## config.mk

```make
export PLATFORM = sky130hd
export DESIGN_NAME = led_pattern_sequencer
export DESIGN_NICKNAME = d
export VERILOG_FILES = /design/src/rtl/led_pattern_sequencer.sv
export SDC_FILE = /design/constraint.sdc
export NUM_CORES = 1
export LEC_CHECK = 0
export CELL_PAD_IN_SITES_DETAIL_PLACEMENT = 0
export CELL_PAD_IN_SITES_GLOBAL_PLACEMENT = 1
export CORE_ASPECT_RATIO = 1.4
export CORE_MARGIN = 4
export CORE_UTILIZATION = 29
export DETAILED_ROUTE_END_ITERATION = 16
export GPL_ROUTABILITY_DRIVEN = 0
export PLACE_DENSITY_LB_ADDON = 0.05
export SETUP_SLACK_MARGIN = 0.4
export SYNTH_ARGS = -nofsm -noshare
export SYNTH_HDL_FRONTEND = slang
export SYNTH_SLANG_ARGS = --single-unit
export TNS_END_PERCENT = 5
```

## constraint.sdc

```tcl
create_clock -name CLK -period 1.32 [get_ports CLK]
set_input_delay 0.264 -clock CLK [delete_from_list [all_inputs] [get_ports CLK]]
set_output_delay 0.264 -clock CLK [all_outputs]
set_load 0.005 [all_outputs]
```

## src/rtl/led_pattern_sequencer.sv

```systemverilog
// LED pattern sequencer: each Step_In edge advances a rotate/ping-pong/blink pattern.
// Optional PWM dimming of the LED outputs is enabled by defining LED_PWM_EN.
module led_pattern_sequencer #(
   parameter int N_LEDS   = 4,
   parameter int PWM_BITS = 8
) (
   input  logic                CLK,
   input  logic                RST_n,
   input  logic                Step_In,
   input  logic [1:0]          Mode,
   input  logic                Pause,
   input  logic [PWM_BITS-1:0] Brightness,
   output logic [N_LEDS-1:0]   LED_Out,
   output logic                Wrap_Pulse
);

   typedef enum logic {UP = 1'b0, DOWN = 1'b1} dir_t;

   localparam logic [1:0] MODE_ROT_L = 2'b00;
   localparam logic [1:0] MODE_ROT_R = 2'b01;
   localparam logic [1:0] MODE_PING  = 2'b10;
   localparam logic [1:0] MODE_BLINK = 2'b11;

   logic              step_d;
   logic              step;
   logic [1:0]        mode_q, mode_nxt;
   logic [N_LEDS-1:0] pat, pat_nxt;
   dir_t              dir, dir_nxt;
   logic              wrap_nxt;

   function automatic logic [N_LEDS-1:0] init_pat(input logic [1:0] m);
      init_pat = (m == MODE_BLINK) ? {N_LEDS{1'b1}} : {{(N_LEDS-1){1'b0}}, 1'b1};
   endfunction

   assign step = (Step_In ^ step_d) & ~Pause;

   always_ff @(posedge CLK) begin
      step_d <= Step_In;
      if (!RST_n) begin
         mode_q     <= Mode;
         pat        <= init_pat(Mode);
         dir        <= UP;
         Wrap_Pulse <= 1'b0;
      end else begin
         mode_q     <= mode_nxt;
         pat        <= pat_nxt;
         dir        <= dir_nxt;
         Wrap_Pulse <= wrap_nxt;
      end
   end

   // A mode change reloads the pattern and swallows any step landing in the same cycle.
   always_comb begin
      mode_nxt = mode_q;
      pat_nxt  = pat;
      dir_nxt  = dir;
      wrap_nxt = 1'b0;
      if (Mode != mode_q) begin
         mode_nxt = Mode;
         pat_nxt  = init_pat(Mode);
         dir_nxt  = UP;
      end else if (step) begin
         case (mode_q)
            MODE_ROT_L: pat_nxt = {pat[N_LEDS-2:0], pat[N_LEDS-1]};
            MODE_ROT_R: pat_nxt = {pat[0], pat[N_LEDS-1:1]};
            MODE_PING: begin
               // Reverse at the ends within the same step so no end pattern repeats.
               if (dir == UP) begin
                  if (pat[N_LEDS-1]) begin
                     dir_nxt = DOWN;
                     pat_nxt = {1'b0, pat[N_LEDS-1:1]};
                  end else begin
                     pat_nxt = {pat[N_LEDS-2:0], 1'b0};
                  end
               end else begin
                  if (pat[0]) begin
                     dir_nxt = UP;
                     pat_nxt = {pat[N_LEDS-2:0], 1'b0};
                  end else begin
                     pat_nxt = {1'b0, pat[N_LEDS-1:1]};
                  end
               end
            end
            default:    pat_nxt = ~pat;
         endcase
         wrap_nxt = (pat_nxt == init_pat(mode_q));
      end
   end

`ifdef LED_PWM_EN
   logic [PWM_BITS-1:0] pwm_cnt;

   always_ff @(posedge CLK) begin
      if (!RST_n) begin
         pwm_cnt <= '0;
         LED_Out <= '0;
      end else begin
         pwm_cnt <= pwm_cnt + 1'b1;
         LED_Out <= pat & {N_LEDS{pwm_cnt < Brightness}};
      end
   end
`else
   logic unused_brightness;

   assign unused_brightness = ^Brightness;
   assign LED_Out           = pat;
`endif

endmodule

```

; ---- After elaboration in Yosys (flattened, before gate mapping)
; Cells that the tools add are included.
[op_classes]
mux = 16
n_eq_ne = 8
n_reduce_logical = 4
n_bitwise = 6
[ops]
columns = operator, count
row1 = 4-bit two-way mux, 10
row2 = 4-bit one-hot mux with 3 select lines, 1
row3 = "2-bit equality test, second input constant", 3
row4 = 4-bit equality test, 1
row5 = 2-bit two-way mux, 2
row6 = 4-bit inverter, 1
row7 = 1-bit two-way mux, 3
row8 = "3-bit by 1-bit != test with 1-bit output, second input constant", 1
row9 = 1-bit inverter, 3
row10 = 3-bit OR reduction, 1
row11 = "2-bit by 1-bit equality test with 1-bit output, second input constant", 1
row12 = 2-bit logical NOT, 1
row13 = "2-bit by 1-bit != test with 1-bit output, second input constant", 1
row14 = 2-bit != test, 1
row15 = 2-bit AND reduction, 1
row16 = 2-bit OR reduction, 1
row17 = 1-bit bitwise AND, 1
row18 = 1-bit XOR, 1
[word_totals]
output_inout_bits = 5
in_bits = 14
wordCells = 39
ff_bits = 9

; ---- Longest topological paths before layout
[logic_depth]
word_depth = 8
ltp_mapped = 5
mapped_depth_nobuf = 5

; ---- Least setup slack after synthesis
; Ideal clock, no wire load.
[synth_path]
kind = register -> register
startpoint = reg mode_q[1]
endpoint = reg pat[3] (netlist: LED_Out[3]), data pin
path_buffers = 0
required_time_ns = 1.060
setup_time_ns = 0.260
path_slack_ns = -0.103
t_arrival_ns = 1.163
period_less_slack_ns = 1.423
stages_incl_launch_ff = 6
cell_sequence = edfxtp_1 > xnor2_1 > and3_2 > inv_2 > nor4_1 > nor2_1
[synth_via]
elab_chain_len = 7
elab_cells_between_ends = 10
cone_classes = eq/ne (3) / mux (6) / reduce/logical (1)
[synth_lines]
columns = item, line_no
row1 = start: declaration, 26  ; logic [1:0] mode_q, mode_nxt;
row2 = start signal: assignment, 40  ; mode_q <= Mode;
row3 = start signal: assignment, 45  ; mode_q <= mode_nxt;
row4 = "2-bit equality test, or another cell as far along", 63  ; case (mode_q)
row5 = 4-bit one-hot mux with 3 select lines, 63
row6 = 4-bit two-way mux, 62  ; end else if (step) begin
row7 = 4-bit two-way mux, 58  ; if (Mode != mode_q) begin
row8 = 4-bit two-way mux, 62
row9 = 4-bit two-way mux *, 58
row10 = 4-bit two-way mux *, 39  ; if (!RST_n) begin
row11 = end signal: assignment, 41  ; pat <= init_pat(Mode);
row12 = end signal: assignment, 46  ; pat <= pat_nxt;
row13 = end: declaration, 27  ; logic [N_LEDS-1:0] pat, pat_nxt;
; Every way passes the cells marked *; elsewhere a longest branch is shown, timed or not. The select of a mux whose other input is x is not followed.
; A chain may end at the register's enable or synchronous reset.

; ---- Worst setup path after layout
[layout_path]
startpoint = reg mode_q[0]
endpoint = reg Wrap_Pulse
[layout_via]
elab_chain_len = 5
elab_cells_between_ends = 11
cone_classes = eq/ne (5) / mux (4) / reduce/logical (2)
[layout_lines]
columns = item, line_no
row1 = "2-bit equality test, or another cell as far along", 63
row2 = 4-bit one-hot mux with 3 select lines, 63
row3 = 4-bit two-way mux, 62
row4 = 4-bit two-way mux, 58
row5 = 4-bit equality test, 86  ; wrap_nxt = (pat_nxt == init_pat(mode_q));
row6 = end signal: assignment, 48  ; Wrap_Pulse <= wrap_nxt;
row7 = end: declaration, 14  ; output logic Wrap_Pulse
; Several ways; a longest one is shown, not always the timed one. The select of a mux whose other input is x is not followed.

==> results.yml <==
outcome:
  outcome: "finished, violations left"
  violations: "setup timing"
synthesis:
  synth_nets: 79
  post-synth-top-area-fraction_pct: 30.6
  synth_area_um2: 589
  synth_top_family_by_area: "simple AND/OR/NAND/NOR gates"
  synth_area_leaders: "edfxtp_1 31%, dfxtp_1 10%, nor2_1 4.5%"
  synthMuxAreaShare_pct: 1.70
  ys_warn_count: 0
  seq_area_frac_synth_pct: 40.8
  yosys.area_share.simple_pct: 26.1
  synthCells: 65
  synth_compound_area_share_pct: 20.2
  ys_ff_latch: 9
  async_reset_ff_share_pct: 0
  synth_fa_ha_area_share_pct: 0
  yosys.area.top_type: "edfxtp_1"
  synth_ff_type: "edfxtp_1"
  synth_edf_count: 6
  synth_xor_area_share_pct: 4.46
  yosysUniqueCellTypes: 36
  syn_avg_cell_area_um2: 9.07
routing:
  post_drt_wl_per_cell_um: 13.4
  drt-initial-drc-count: 14
  detail_route.wirelength_um: 1710
  viasPerCell: 5.17
  vias: 657
  drc_errors: 0
  ant_nets: 0
  drtPass1Iterations: 4
cts:
  cts.clk_slew.worst_paths_ns: 0.06
  clock_path_buffers: 2
  tritoncts: "yes"
  clk_latency_ns: 0.26
  cts.sinks: 9
  clock-root-buffer: "clkbuf_4"
  holdBufCountCts: 0
  cts_buffers: 3
  cts_max_level: 1
timing:
  fin_crit_ns: 1.51
  whs_ns: 0.489
  maxSlewViolCount: 0
  finalSetupTns_ns: -1.32
  worst_pin_slew_ns: 0.346
  fmax_ghz: 0.661
  skew_ns: 0.00578
  setup_viol: 12
  finalCritPeriodShare_pct: 115
  rsz0062_at_grt: "true"
  max_slew_margin_pct: 76.6
  finalWorstSetupSlack_ns: -0.193
  hold_violations: 0
power:
  irDropWorstVdd_v: 0.000541
  power_uw: 956
  p_leak_nw: 0.412
  cellPowerDensity_nw_per_um2: 943
final_layout:
  synthToLayoutAreaGrowth_pct: 72.0
  n_fill_cell: 190
  fin_cells: 127
  drive_gt1_share_pct: 49.1
  final_util_pct: 52.0
  antennaDiodeCount: 0
  nets: 121
worst_hold_path:
  min_to: "step_d"
  hold_path_class: "in2reg"
  worst_hold_startpoint: "Step_In"
  hold_depth: 1
place:
  place_hpwl_um: 1280
  numPortBuffers: 10
  placed_cells: 115
global_routing:
  grt_pass1_vias: 632
  grt_max_degree: 13
  grtUsageTotal_pct: 15.3
  antenna_found_initial: 0
  grt_pass1_wl_um: 2980
  grt.overflow.total: 0
setup_path:
  critPathRequiredTime_ns: 1.53
  crit_type: "reg2reg"
  critPathMaxFanout: 7
  r2r_start: "mode_q[0]"
  endpoint_kind: "flop"
  cp-start-kind: "flop"
  r2r_cells: 7
  reg2reg_slack_ns: -0.19
  critPathArrivalTime_ns: 1.72
  r2r-end: "Wrap_Pulse"
die:
  rows: 19
  die_area_um2: 2830
  die_x_um: 46.1
  die_y_um: 61.3
  io_pins: 19
  start_util_pct: 30.2
  core_area_um2: 1950
job:
  drv_cap: 0
==> worst max path at each step <==
stage	end	startpoint	cells past startpoint
CTS	LED_Out[2]	mode_q[0]	5
floorplan	Wrap_Pulse	LED_Out[3]	5
detailed placement	Wrap_Pulse	Mode[1]	6
global route	Wrap_Pulse	mode_q[0]	7
finish	Wrap_Pulse	mode_q[0]	7
global placement	Wrap_Pulse	Mode[0]	6
==> flip-flops by register name (all words and copies together), names as in the netlist <==
name	count
mode_q	2
LED_Out	4
Wrap_Pulse	1
step_d	1
dir	1
==> power by group <==
group,internal (mW),switching [mW],leakage (nW)
logic,0.218,0.168,0.310
clock network,0.117,0.100,0.0150
registers,0.331,0.0221,0.0870
==> stage by stage <==
stage / setup slack, ns / instance area [µm²]
after detailed placement: -0.365 / 867
final: -0.193 / 1010
after global placement: -0.348 / 867
after global routing: -0.261 / 1010
after floorplan: -0.00436 / 606
after CTS: -0.183 / 983
==> cell usage after synthesis, types with 2 or more instances <==
library cell / n
nor2_1: 7
edfxtp_1: 6
nand2_1: 5
a21oi_1: 3
a31oi_1: 3
dfxtp_1: 3
inv_1: 3
xnor2_1: 3
buf_2: 2
nor3b_1: 2
o21ai_0: 2
o21ai_1: 2
==> repair_timing <==
item / in CTS / in global routing
endpoints found under the hold margin: 0 / 0
gates resized for setup: 31 / 5
setup buffers: 7 / 1
endpoints found under the setup margin: 17 / 17
pin swaps: 6 / 7
==> final cells by class <==
| class | instances | area (µm²) | area share (%) |
|---|---|---|---|
| Clock buffer | 4 | 26.3 | 2.59 |
| Inverter | 4 | 17.5 | 1.73 |
| Multi-Input combinational cell | 48 | 364 | 35.9 |
| Sequential cell | 9 | 240 | 23.7 |
| Tap cell | 21 | 26.3 | 2.59 |
| Timing Repair Buffer | 41 | 339 | 33.5 |
==> layout by cell type, fill, tap and decap left out, drive strengths merged <==
cell and count:
a211oi 1, a21boi 2, a21oi 3, a31oi 3
and3 1, and4 1, buf 36, clkbuf 4
clkdlybuf4s50 5, dfxtp 3, edfxtp 6, inv 4
mux2i 1, nand2 5, nand2b 1, nand3 1
nand4b 1, nor2 7, nor2b 1, nor3 2
nor3b 2, nor4 1, nor4b 2, o211ai 1
o21ai 4, o21bai 1, o221ai 1, o311a 1
o311ai 1, or2 1, xnor2 3
==> critical path: stages (launching register included) <==
cell      delay [ns]
edfxtp_1        0.51
buf_6           0.18
buf_6           0.11
nand2_4         0.06
a21oi_4         0.06
buf_6           0.11
nor4b_2         0.23
and4_1          0.20
==> layer usage <==
layer,vias up,part of all wire (%),track usage [%]
li1,327,-,-
met1,307,40,17.7
met2,16,51,23.8
met3,7,3.8,2.92
met4,0,4.6,12.6
met5,-,0,0
==> cells by family (layout without fill, tap and decap cells) <==
family	after synthesis	after routing
simple gates	26	26
compound gates	18	18
flops	9	9
buf+inv	8	49
xor+xnor	3	3
mux	1	1
Note: power is estimated with default switching activity, not from simulation.
